**config.mk**
```make
export PLATFORM = sky130hd
export DESIGN_NAME = seq_mac
export DESIGN_NICKNAME = d
export VERILOG_FILES = /design/src/rtl/seq_mac_pkg.sv /design/src/rtl/seq_mac.sv
export SDC_FILE = /design/constraint.sdc
export NUM_CORES = 1
export LEC_CHECK = 0
export ABC_AREA = 1
export BUFFER_PORTS_ARGS = -buffer_cell sky130_fd_sc_hd__buf_2
export CORE_UTILIZATION = 55
export DETAILED_ROUTE_END_ITERATION = 7
export HOLD_SLACK_MARGIN = 0.02
export PLACE_DENSITY = 0.75
export SYNTH_ARGS = -nofsm -noshare
export SYNTH_HDL_FRONTEND = slang
export SYNTH_SLANG_ARGS = --single-unit
```
**constraint.sdc**
```tcl
create_clock -name CLK -period 2.9 [get_ports CLK]
set_clock_uncertainty 0.15 [all_clocks]
set_input_delay 0.145 -clock CLK [delete_from_list [all_inputs] [get_ports CLK]]
set_output_delay 0.145 -clock CLK [all_outputs]
set_load 0.05 [all_outputs]
```
**src/rtl/seq_mac_pkg.sv**
```systemverilog
// Shared constants for the sequential multiply-accumulate unit.
// State encoding and default datapath width.
package seq_mac_pkg;

    localparam int DATA_W = 8;

    typedef enum logic [1:0] {
        MAC_IDLE = 2'b00,
        MAC_RUN  = 2'b01,
        MAC_DONE = 2'b10
    } mac_state_t;

endpackage

```
**src/rtl/seq_mac.sv**
```systemverilog
// Shift-add multiply-accumulate: result = op_A * op_B + addend (unsigned).
// Fixed WIDTH-cycle iteration with a start/busy/done handshake.
module seq_mac
    import seq_mac_pkg::*;
#(
    parameter int WIDTH = DATA_W
) (
    input  logic             CLK,
    input  logic             RST_N,
    input  logic             start,
    input  logic [WIDTH-1:0] op_A,
    input  logic [WIDTH-1:0] op_B,
    input  logic [WIDTH-1:0] addend,
    output logic [WIDTH-1:0] result_hi,
    output logic [WIDTH-1:0] result_lo,
    output logic             busy,
    output logic             done,
    output logic             mac_sign_flag
);

    localparam int RW = 2 * WIDTH;
    localparam int CW = $clog2(WIDTH) + 1;
    localparam logic [CW-1:0] LAST = CW'(WIDTH - 1);

    mac_state_t state;
    mac_state_t next_state;

    logic [RW-1:0]    mcand;
    logic [RW-1:0]    acc;
    logic [RW-1:0]    acc_sum;
    logic [WIDTH-1:0] mplier;
    logic [CW-1:0]    count;
    logic             accept;
    logic             last;

    assign acc_sum = mplier[0] ? (acc + mcand) : acc;

    always_comb begin
        next_state = state;
        accept     = 1'b0;
        last       = 1'b0;
        unique case (state)
            MAC_IDLE: begin
                if (start) begin
                    accept     = 1'b1;
                    next_state = MAC_RUN;
                end
            end
            MAC_RUN: begin
                if (count == LAST) begin
                    last       = 1'b1;
                    next_state = MAC_DONE;
                end
            end
            MAC_DONE: begin
                if (start) begin
                    accept     = 1'b1;
                    next_state = MAC_RUN;
                end else begin
                    next_state = MAC_IDLE;
                end
            end
            default: next_state = MAC_IDLE;
        endcase
    end

    always_ff @(posedge CLK or negedge RST_N) begin
        if (!RST_N) begin
            state <= MAC_IDLE;
        end else begin
            state <= next_state;
        end
    end

    // DONE lasts exactly one cycle, so done can be decoded from state.
    assign busy = (state == MAC_RUN);
    assign done = (state == MAC_DONE);

    always_ff @(posedge CLK or negedge RST_N) begin
        if (!RST_N) begin
            mcand         <= '0;
            mplier        <= '0;
            acc           <= '0;
            count         <= '0;
            result_hi     <= '0;
            result_lo     <= '0;
            mac_sign_flag <= 1'b0;
        end else if (accept) begin
            mcand  <= {{WIDTH{1'b0}}, op_A};
            mplier <= op_B;
            acc    <= {{WIDTH{1'b0}}, addend};
            count  <= '0;
        end else if (state == MAC_RUN) begin
            acc    <= acc_sum;
            mcand  <= mcand << 1;
            mplier <= mplier >> 1;
            count  <= count + 1'b1;
            if (last) begin
                result_hi     <= acc_sum[RW-1:WIDTH];
                result_lo     <= acc_sum[WIDTH-1:0];
                mac_sign_flag <= acc_sum[RW-1];
            end
        end
    end

endmodule

```
### Yosys cells after proc, flatten, opt, wreduce, memory -nomap -nowiden

Index checks and enable logic that the tools add are counted.

* register bits: 63
* bits in latches: 0
* RAM bits: 0
* bits in read-only memories: 0
* bits of input ports: 27
* output and inout bits: 19
* word-level logic and storage cells: 38
* memories: 0

* add/sub/neg operators: 2
* multipliers: 0
* div/mod/pow operators: 0
* magnitude comparators: 0
* eq/ne operators: 5
* shift-type cells: 0
* multiplexer cells: 17
* bitwise gates (word level): 1
* reduce and logical (&&, ||, !) cells: 5

Operator list (count)
* $mux W16: 5
* $add A16 B16 Y16: 1
* $mux W8: 2
* $mux W4: 2
* $pmux W2 S3: 1
* $mux W1: 5
* $add A4 B1 Y4 const B: 1
* $eq A4 B3 Y1 const B: 1
* $mux W2: 2
* $reduce_and A3 Y1: 1
* $eq A2 B1 Y1 const B: 1
* $eq A2 B2 Y1 const B: 1
* $logic_not A2 Y1: 1
* $ne A2 B1 Y1 const B: 1
* $ne A2 B2 Y1 const B: 1
* $reduce_and A2 Y1: 1
* $reduce_bool A2 Y1: 1
* $reduce_or A2 Y1: 1
* $not A1 Y1: 1

### Longest topological paths before layout

* word-level depth: 5
* mapped depth: 12
* gate-level depth less buffers: 12

### Least setup slack after synthesis

No wires, ideal clock.

* path type: register to register
* start: register mcand[0]
* end: register result_hi[0]
* setup time: 0.118 ns
* data arrival time: 1.622 ns
* slack: 1.011 ns
* cell stages (with the launch flop): 12
* clock period less this slack: 1.889 ns
* path through: dfrtp_1 > ha_1 > fa_1 > nand2_1 > nand2_1 > and2_4 > nand2_2 > nand2_2 > xnor2_1 > nand2_1 > nand3_1 > nand2_1

* cells in the longest elaborated chain, start to end: 2

Ends and longest elaborated chain
* start: declaration: RTL line seq_mac.sv:28 `logic [RW-1:0] mcand;`
* start signal: assignment: RTL line seq_mac.sv:89 `mcand <= {{WIDTH{1'b0}}, op_A};`
* start signal: assignment: RTL line seq_mac.sv:95 `mcand <= mcand << 1;`
* $add A16 B16 Y16: RTL line seq_mac.sv:36 `assign acc_sum = mplier[0] ? (acc + mcand) : acc;`
* $mux W16: RTL line seq_mac.sv:36
* end signal: assignment: RTL line seq_mac.sv:99 `result_hi <= acc_sum[RW-1:WIDTH];`
* end: declaration: RTL line seq_mac.sv:14 `output logic [WIDTH-1:0] result_hi,`

Every way passes these cells.
A chain may end at the register's enable or synchronous reset.

### Worst setup path after layout

* start: register mcand[0]
* end: register result_hi[6]

Same word-level chain as after synthesis.

==> flow_metrics.tcl <==
set metrics [dict create \
    hpwl_mm 5.67 \
    worstRegToRegCells 12 \
    core_sq_mm 0.00635 \
    io_buffers 45 \
    cts_setup_buffers 0 \
    die_w_um 83.2 \
    final_nets 579 \
    seq_area_sq_mm 0.00155 \
    cts_tree "done" \
    grt_pass1_vias 3228 \
    hold_class "in2async" \
    ys_ff_latch 62 \
    required_ps 3000 \
    setup_slack_ps 797 \
    outcome "completed" \
    worstMarginPinSlew_ps 746 \
    grt_max_degree 63 \
    start_util 0.572 \
    final_max_slew_viol_count 0 \
    ys_dominant_reg_cell "dfrtp_1" \
    clk_pin_slew_ps 70 \
    vdd_ir_drop_max_mv 1.19 \
    drtPass1Iterations 4 \
    vias 3219 \
    clock_sinks 62 \
    fin_crit_ps 2100 \
    yosysWarnings 0 \
    synth_cell_types 37 \
    critical_path.endpoint "result_hi[6]" \
    grt_pass1_wl_mm 14.7 \
    synth-edff-count 0 \
    clockBufferDepth 2 \
    synth.most_common_cell "nand2_1" \
    clock_latency_ps 360 \
    crit_path_start "mcand[0]" \
    critPathMaxFanout 3 \
    worstSetupPathType "reg2reg" \
    syn_area_sq_mm 0.00363 \
    crit_arrival_ps 2200 \
    die_area_sq_mm 0.00693 \
    clock.fmax_mhz 475 \
    wire_per_inst_um 13.8 \
    wl_mm 8.53 \
    seq_area_frac_synth 0.427 \
    die-height_um 83.2 \
    grt_usage 0.272 \
    r2r_start "mcand[0]" \
    p_per_area_mw_per_mm2 1320 \
    critical_path.endpoint_type "register" \
    cts_made_buffers 9 \
    r2r_setup_slack_ps 800 \
    ioPinCount 46 \
    worstSetupStartpointType "register" \
    finalHoldViolCount 0 \
    reg2reg_to "result_hi[6]" \
    ant_nets 0 \
    antenna_found_initial 0 \
    viasPerCell 5.22 \
    multiInputGateArea_sq_mm 0.00169 \
    synthesis.nets 509 \
    drive_gt1_frac 0.169 \
    p_leak_nw 2.29 \
    final.period_utilization 0.725 \
    setup_tns_ps 0 \
    synthArstFlopShare 1.00 \
    syn_inst 465 \
    antenna_cells 0 \
    drv_cap 0 \
    finalSetupViolations 0 \
    drt_iter0_drc 147 \
    synth_commonest_cells "151 x nand2_1, 66 x inv_1, 62 x dfrtp_1" \
    netlist.area_leader.share 0.427 \
    row_count 29 \
    fill_cells 502 \
    syn2layout_area_growth_pct 19.4 \
    rsz0062_at_grt "no" \
    overflow 0 \
    gp_congestion 0.936 \
    avgSynthCellArea_sq_um 7.81 \
    cts_root_buffer "clkbuf_8" \
    drc 0 \
    ys_top_cells_by_area "dfrtp_1 43%, nand2_1 16%, inv_1 6.8%, ha_1 5.5%, nand3_1 5.5%" \
    synth_largest_area_cell "dfrtp_1" \
    slew_headroom 0.502 \
    place_ws_ps 795 \
    htreeDepth 3 \
]
how the worst min path moves through the flow:
| stage | from | end | slack (ps) | depth (start not counted) |
|---|---|---|---|---|
| after floorplan | RST_N | acc[0] | -300 | 0 |
| after global placement | RST_N | acc[9] | 30 | 2 |
| after detailed placement | RST_N | mcand[11] | 30 | 2 |
| after CTS | RST_N | acc[9] | 190 | 3 |
| after global routing | RST_N | acc[13] | 230 | 3 |
| final | RST_N | acc[9] | 170 | 3 |
final cells by class:
type,instances,share of cell area
multi-input cells,315,0.390
flip-flops and latches,62,0.358
repair buffers,74,0.120
inverters,73,0.0638
clock buffers,9,0.0286
well taps,77,0.0222
clock inverters,7,0.0170
where the power goes:
part,internal (W),switching [W],total [W]
Combinational,0.00115,0.00226,0.00341
Sequential,0.00128,0.000272,0.00155
Clock,0.000399,0.000362,0.000761
per-layer routing:
| layer | track usage | part of all wire | vias up |
|---|---|---|---|
| met5 | 0 | 0 | - |
| met4 | 0.144 | 0.022 | 0 |
| met3 | 0.0577 | 0.061 | 15 |
| met2 | 0.447 | 0.49 | 92 |
| met1 | 0.337 | 0.43 | 1473 |
| li1 | - | - | 1639 |
registers in the layout, indices dropped and copies added, names as in the netlist:
signal / cells
result_hi: 8
result_lo: 8
count: 4
mplier: 8
mcand: 16
state: 2
acc: 16
logic make-up after synthesis:
group,Yosys count,share of synthesized area
buffers and inverters,88,0.107
AO/OA/AOI/OAI,57,0.103
adder cells (fa/ha/maj),17,0.0607
AND/OR/NAND/NOR,236,0.290
XOR/XNOR,5,0.0121
flip-flops,62,0.427
per-stage QoR:
stage                      util  cells  cell area (sq um)  total power (W)  hold WS (ps)
after floorplan               -    465               3630          0.00426          -301
after global placement    0.610    575               3870          0.00482          31.1
after detailed placement  0.610    575               3870          0.00492          34.6
after CTS                 0.682    617               4330          0.00573           187
after global routing      0.682    617               4330          0.00624           231
final                     0.682    617               4330          0.00572           171
repair_timing:
item,CTS,global route
resized for setup,0,0
hold endpoints to repair,88,0
hold buffers,26,0
layout by cell type, fill, tap and decap left out, types with 3 or more instances in the layout:
master and instances:
dfrtp_1 62, o21ai_1 5, ha_1 16, inv_1 66, a21oi_1 10, nand3_1 40, inv_2 6, o211ai_1 4
o21ai_0 11, nand2_1 151, buf_2 45, xnor2_1 5, nand3_2 3, o22ai_1 7, clkbuf_8 9, nand2_2 3
or2_2 8, o221ai_1 14, dlygate4sd3_1 26, nor2_1 17
worst max-delay path, cell delays in order, from the launching register on:
cell and delay [ps]:
dfrtp_1 390, ha_1 240, fa_1 420, nand2_1 90
nand2_1 70, nand3b_1 100, nand2_1 110, nand2_1 100
nand2_1 50, nand2_1 60, nand3_1 80, nand3_1 90
nand2_1 50
Power figures use the tool's default switching activity.
